<file path="config.mk">
export PLATFORM = sky130hd
export DESIGN_NAME = dsp_mult_acc_stream
export DESIGN_NICKNAME = d
export VERILOG_FILES = /design/src/rtl/dsp_mult_acc_stream.sv
export SDC_FILE = /design/constraint.sdc
export NUM_CORES = 2
export LEC_CHECK = 0
export BUFFER_PORTS_ARGS = -buffer_cell sky130_fd_sc_hd__buf_2
export CORE_MARGIN = 4
export CORE_UTILIZATION = 25
export DETAILED_ROUTE_END_ITERATION = 8
export SLEW_MARGIN = 20
export SYNTH_ARGS = -nofsm -noshare
export SYNTH_HDL_FRONTEND = slang
export SYNTH_SLANG_ARGS = --single-unit
</file>
<file path="constraint.sdc">
create_clock -name clock -period 12.2 [get_ports clock]
set_input_delay 1.83 -clock clock [delete_from_list [all_inputs] [get_ports clock]]
set_output_delay 1.83 -clock clock [all_outputs]
set_load 0.05 [all_outputs]
</file>
<file path="src/rtl/dsp_mult_acc_stream.sv">
// Streaming multiply-accumulate with valid/ready flow control and whole-pipeline stall.
// Optional feature macro: DSP_MULT_SATURATE_EN (saturating truncation and accumulation).
module dsp_mult_acc_stream #(
    parameter int AX_WIDTH     = 27,
    parameter int AY_WIDTH     = 27,
    parameter int RESULT_WIDTH = 54,
    parameter int LATENCY      = 3,
    parameter int SIGNED       = 0
) (
    input  logic                    clock,
    input  logic                    reset,
    input  logic                    ivalid,
    output logic                    oready,
    input  logic [AX_WIDTH-1:0]     ax,
    input  logic [AY_WIDTH-1:0]     ay,
    input  logic                    acc,
    output logic                    ovalid,
    input  logic                    iready,
    output logic [RESULT_WIDTH-1:0] resulta
);

    localparam int RW = RESULT_WIDTH;
    localparam int PW = AX_WIDTH + AY_WIDTH;
    // Two guard bits keep both the exact product and an exact accumulate sum representable.
    localparam int WW = ((PW > RW) ? PW : RW) + 2;
    localparam bit IS_SIGNED = (SIGNED != 0);

`ifdef DSP_MULT_SATURATE_EN
    localparam logic [WW-1:0] ONE_W = WW'(1'b1);
    localparam logic [WW-1:0] MAX_W = IS_SIGNED ? ((ONE_W << (RW - 1)) - ONE_W)
                                                : ((ONE_W << RW) - ONE_W);
    localparam logic [WW-1:0] MIN_W = IS_SIGNED ? (~(ONE_W << (RW - 1)) + ONE_W)
                                                : {WW{1'b0}};

    function automatic logic [RW-1:0] sat_rw(input logic [WW-1:0] v);
        logic [RW-1:0] r;
        if ($signed(v) > $signed(MAX_W)) begin
            r = RW'(MAX_W);
        end else if ($signed(v) < $signed(MIN_W)) begin
            r = RW'(MIN_W);
        end else begin
            r = RW'(v);
        end
        return r;
    endfunction

    function automatic logic [WW-1:0] widen(input logic [RW-1:0] v);
        logic [WW-1:0] w;
        if (IS_SIGNED) begin
            w = WW'($signed(v));
        end else begin
            w = WW'(v);
        end
        return w;
    endfunction
`endif

    logic          en_s;
    logic [WW-1:0] prod_s;
    logic          fin_vld_s;
    logic          fin_acc_s;
    logic [WW-1:0] fin_prod_s;
    logic          out_vld_q;
    logic [RW-1:0] res_q;
    logic [RW-1:0] res_d;

    assign en_s    = !reset && (iready || !out_vld_q);
    assign oready  = en_s;
    assign ovalid  = out_vld_q;
    assign resulta = res_q;

    // Exact product, extended according to operand signedness.
    always_comb begin
        if (IS_SIGNED) begin
            prod_s = WW'($signed(ax)) * WW'($signed(ay));
        end else begin
            prod_s = WW'(ax) * WW'(ay);
        end
    end

    if (LATENCY == 1) begin : g_direct
        assign fin_vld_s  = ivalid;
        assign fin_acc_s  = acc;
        assign fin_prod_s = prod_s;
    end else begin : g_pipe
        logic [LATENCY-2:0] vld_q;
        logic [LATENCY-2:0] acc_q;
        logic [WW-1:0]      prod_q [LATENCY-1];

        // Product delay line; every stage freezes together while en is low.
        always_ff @(posedge clock) begin
            if (reset) begin
                vld_q <= '0;
                acc_q <= '0;
                for (int i = 0; i < LATENCY - 1; i++) begin
                    prod_q[i] <= {WW{1'b0}};
                end
            end else if (en_s) begin
                vld_q[0]  <= ivalid;
                acc_q[0]  <= acc;
                prod_q[0] <= prod_s;
                for (int i = 1; i < LATENCY - 1; i++) begin
                    vld_q[i]  <= vld_q[i-1];
                    acc_q[i]  <= acc_q[i-1];
                    prod_q[i] <= prod_q[i-1];
                end
            end
        end

        assign fin_vld_s  = vld_q[LATENCY-2];
        assign fin_acc_s  = acc_q[LATENCY-2];
        assign fin_prod_s = prod_q[LATENCY-2];
    end

    // Next accumulator value; bubbles leave the previous result untouched.
    always_comb begin
        res_d = res_q;
        if (fin_vld_s) begin
`ifdef DSP_MULT_SATURATE_EN
            res_d = sat_rw((fin_acc_s ? widen(res_q) : {WW{1'b0}}) + widen(sat_rw(fin_prod_s)));
`else
            res_d = (fin_acc_s ? res_q : {RW{1'b0}}) + RW'(fin_prod_s);
`endif
        end else begin
            res_d = res_q;
        end
    end

    // Result/accumulator stage driving the output handshake.
    always_ff @(posedge clock) begin
        if (reset) begin
            out_vld_q <= 1'b0;
            res_q     <= {RW{1'b0}};
        end else if (en_s) begin
            out_vld_q <= fin_vld_s;
            res_q     <= res_d;
        end
    end

endmodule

</file>
# Word level (Yosys, flattened, before mapping)
# Memories as Yosys holds them, arrays and structs flattened.
# Cells that the tools add are included.
dict set report op_classes {
  n_addsub 1
  n_mul 1
  mux 8
  bitwise 2
  n_reduce_logical 5
}
# op count
set ops {}
lappend ops {{$mux W56} 2}
lappend ops {{$add A54 B54 Y54} 1}
lappend ops {{$mul A27 B27 Y54} 1}
lappend ops {{$mux W54} 1}
lappend ops {{$mux W1} 5}
lappend ops {{$logic_not A1 Y1} 2}
lappend ops {{$or A1 B1 Y1} 2}
lappend ops {{$reduce_and A2 Y1} 1}
lappend ops {{$logic_and A1 B1 Y1} 1}
lappend ops {{$logic_or A1 B1 Y1} 1}
dict set report word_totals {
  register_bits 59
  ram_bits 112
  input_bits 59
  output_inout_bits 56
  word_cells 22
  mem_count 1
}
# name depth width read_ports rd_ports_with_merged_regs wr line_no
set memory_table {}
lappend memory_table {g_pipe.prod_q 2 56 2 0 2 88} ;# logic [WW-1:0] prod_q [LATENCY-1];

# Depth between registers and ports, before layout
dict set report logic_depth {
  word_depth 7
  mapped_depth 28
  ltp_nobuf 25
}

# Least setup slack after synthesis
# Ideal clock, no wire load.
dict set report synth_timing {
  kind {input to register}
  startpoint {in ay[3]}
  endpoint {mem g_pipe.prod_q[0][40] (netlist name) (data pin)}
  setup_time_ns 0.266
  t_arrival_ns 8.197
  t_required_ns 11.934
  setup_slack_ns 3.737
  cell_stages 26
  path_buffers 2
  path_cell_list {clkbuf_1 > clkbuf_1 > nand2_1 > fa_1 > inv_1 > fa_1 > inv_1 > fa_1 > fa_1 > fa_1 > inv_1 > fa_1 > inv_1 > fa_1 > inv_1 > ha_1 > a21oi_1 > o21ai_0 > a21boi_0 > o21ai_0 > a311oi_1 > o31ai_1 > a31oi_1 > o21ai_0 > xnor2_1 > nor2_1}
}
# element line_no
set synth_lines {}
lappend synth_lines {{start, declared} 15} ;# input logic [AY_WIDTH-1:0] ay,
lappend synth_lines {{end, declared} 88}

==> summary.txt <==
Synthesis
  – Mapped Avg Cell Area: 8.97 um2
  – Top-count cell post-synth: inv_1
  – Leading area contributor after synthesis: fa_1
  – Net count after synthesis: 4,597
  – Synth cell count leaders: inv_1 (750), fa_1 (625), nand2_1 (542)
  – Yosys Warn Count: 0
  – Yosys reg bits: 167
  – Simple-Gate Fraction of Synth Area: 0.179
  – Synth top area share: 0.381
  – Post-synthesis mux area share: 0
  – Post-synthesis compound-gate area fraction: 0.0778
  – Area share of fa/ha/maj cells after synthesis: 0.474
  – Post-synth EDFFs: 108
  – Mapped cell area: 32,900 um2
  – Main combinational cell family by area after synthesis: adder cells
  – Sequential area share after synthesis: 0.135
  – Post-synth ARST share: 0
  – Synth cell types: 71
  – Post-Synthesis Cells: 3,667
  – Top FF cell, synth: edfxtp_1
  – Area contributors post-synth: fa_1 (38%), edfxtp_1 (9.9%), ha_1 (9.4%)
  – Synth Area in XOR/XNOR: 0.0256

Global routing
  – Initial antenna violation count: 15
  – First-pass GRT wire length: 148,000 um
  – Largest net degree at the start of global routing: 91
  – Congestion Overflow GR: 0
  – Total GRT Usage: 0.136
  – Number of global-route vias before repair: 26,047

Timing
  – Hold WS: 0.461 ns
  – Clock Skew: 0.0139 ns
  – Fmax: 114 MHz
  – Tightest Pin Transition: 1.04 ns
  – Max Transition Viols Final: 0
  – Final Cycle Share: 0.720
  – TNS Setup: 0 ns
  – Final min period: 8.78 ns
  – RSZ-0062 raised after global routing: false
  – Rel. slew slack: 0.304
  – Final setup viols: 0
  – Final Hold Fails: 0

Min path
  – Worst hold-check path type: register to register
  – Hold EP: resulta[50]$_SDFFE_PP0P_
  – Min-Delay Path Depth: 2
  – Origin of the worst min-delay path: resulta[50]$_SDFFE_PP0P_

Clock tree
  – CTS resizes: 0
  – Post-CTS Hold Buffers: 0
  – CTS tree: yes
  – Htree depth: 4
  – Clock Sinks: 167
  – Clock Tree Buf Depth: 2
  – CTS buffer count: 17
  – Worst-path clk slew: 0.08 ns
  – Root buffer cell: clkbuf_16
  – Skew-Pair Late Insertion Delay: 0.44 ns
  – Post-CTS Setup Bufs: 0

Die
  – FP Rows: 132
  – DIE AREA: 137,000 um2
  – Core Region: 130,000 um2
  – Initial Util: 0.253
  – Die width: 371 um
  – Die Ht: 371 um
  – Num ports: 115

Drt
  – Post-route DRC: 0
  – Antenna viol nets, final: 0
  – Drt first-iter violations: 1,757
  – Initial DRT Pass Iterations: 5
  – Routed wire length per instance: 17.0 um
  – Vias per inst: 4.47
  – Vias: 23,985
  – Final wirelength: 91,000 um

Worst setup path
  – R2R setup slack: 8.24 ns
  – Crit path from: ax[16]
  – CP Data Arrival Time: 8.96 ns
  – Reg2Reg Capture Point: resulta[53]$_SDFFE_PP0P_
  – Worst r2r src: g_pipe.acc_q[1]$_SDFFE_PP0P_
  – Critical Path End Type: register
  – Worst-path maximum fanout: 27
  – Worst Path Required: 12.38 ns
  – Critical path class: input port to register
  – Startpoint Class: input port
  – Reg2reg path depth: 13

Cells and area
  – Layout cells sized above 1: 0.0501
  – Fill count: 14,004
  – Nets: 4,532
  – Layout area overhead: 7.95%
  – Post-route insts no fill: 5,364

Place
  – Routability cong.: 0.869
  – Hpwl dp: 72,300 um
  – IO buf count: 114
  – Placed insts: 5,325

Flow run
  – Max-cap viol count: 0

Status
  – Status: finished, final reports clean
-- worst max-delay path, cell delays in order --
cell and delay, ns:
buf_2 0.54, nand2_1 0.17, fa_1 0.58, inv_1 0.06, fa_1 0.53, inv_1 0.06, fa_1 0.56, fa_1 0.45
fa_1 0.56, inv_1 0.05, fa_1 0.48, inv_1 0.05, fa_1 0.47, inv_1 0.04, ha_1 0.35, a21oi_1 0.20
o21ai_0 0.14, a21boi_0 0.19, o21ai_0 0.13, a311oi_1 0.28, o31ai_1 0.21, a31oi_1 0.54, o21ai_0 0.21, xnor2_1 0.21
nor2_1 0.06
-- worst max path at each step --
stage	slack, ns	end
after global placement	3.07	g_pipe.prod_q[0][40]$_SDFFCE_PN0P_
after floorplan	3.74	g_pipe.prod_q[0][40]$_SDFFCE_PN0P_
after detailed placement	3.02	g_pipe.prod_q[0][40]$_SDFFCE_PN0P_
after CTS	3.50	g_pipe.prod_q[0][40]$_SDFFCE_PN0P_
after global routing	3.00	g_pipe.prod_q[0][40]$_SDFFCE_PN0P_
final	3.42	g_pipe.prod_q[0][40]$_SDFFCE_PN0P_
-- final cells by class --
type,count,area (um2),area share
Inverter,750,2820,0.0794
Sequential cell,167,4420,0.125
Antenna cell,7,17.5,0.000493
Clock buffer,17,425,0.0120
Timing Repair Buffer,120,616,0.0173
Clock inverter,15,148,0.00416
Multi-Input combinational cell,2546,24900,0.701
Tap cell,1742,2180,0.0614
-- cells by family after synthesis --
family,after synthesis
AO/OA/AOI/OAI,392
XOR/XNOR,96
adder cells (fa/ha/maj),871
buffers and inverters,954
flip-flops,167
AND/OR/NAND/NOR,1187
-- state kept, by name, indices dropped and copies added (netlist names) --
| name | cells |
|---|---|
| g_pipe.acc_q | 2 |
| g_pipe.prod_q | 108 |
| g_pipe.vld_q | 2 |
| ovalid | 1 |
| resulta | 54 |
-- layer usage --
metal	vias up	global-route usage	part of all wire
met3	68	0.0281	0.073
met1	12240	0.189	0.46
met5	-	0	0.00068
met4	10	0.0224	0.013
met2	637	0.221	0.45
li1	11030	-	-
-- per-stage QoR --
step	worst slack, ns	cell area (um2)	util
finish	3.42	35500	0.273
floorplan	3.74	32900	-
CTS	3.50	35500	0.273
detailed placement	3.02	34900	0.268
global placement	3.07	34900	0.268
global route	3.00	35500	0.273
-- placed cells by master (no fill, tap or decap), types with 45 or more instances in the layout --
cell,n
edfxtp_1,108
nor2_1,90
a21oi_1,112
ha_1,246
buf_2,114
and2_1,388
a21o_1,60
nand2_1,541
o21ai_0,92
inv_1,748
xor2_1,45
dfxtp_1,59
fa_1,625
xnor2_1,51
Power is left out: the tool's default activity adds up to more than one toggle a clock period on the data nets, which glitch-free logic cannot reach.
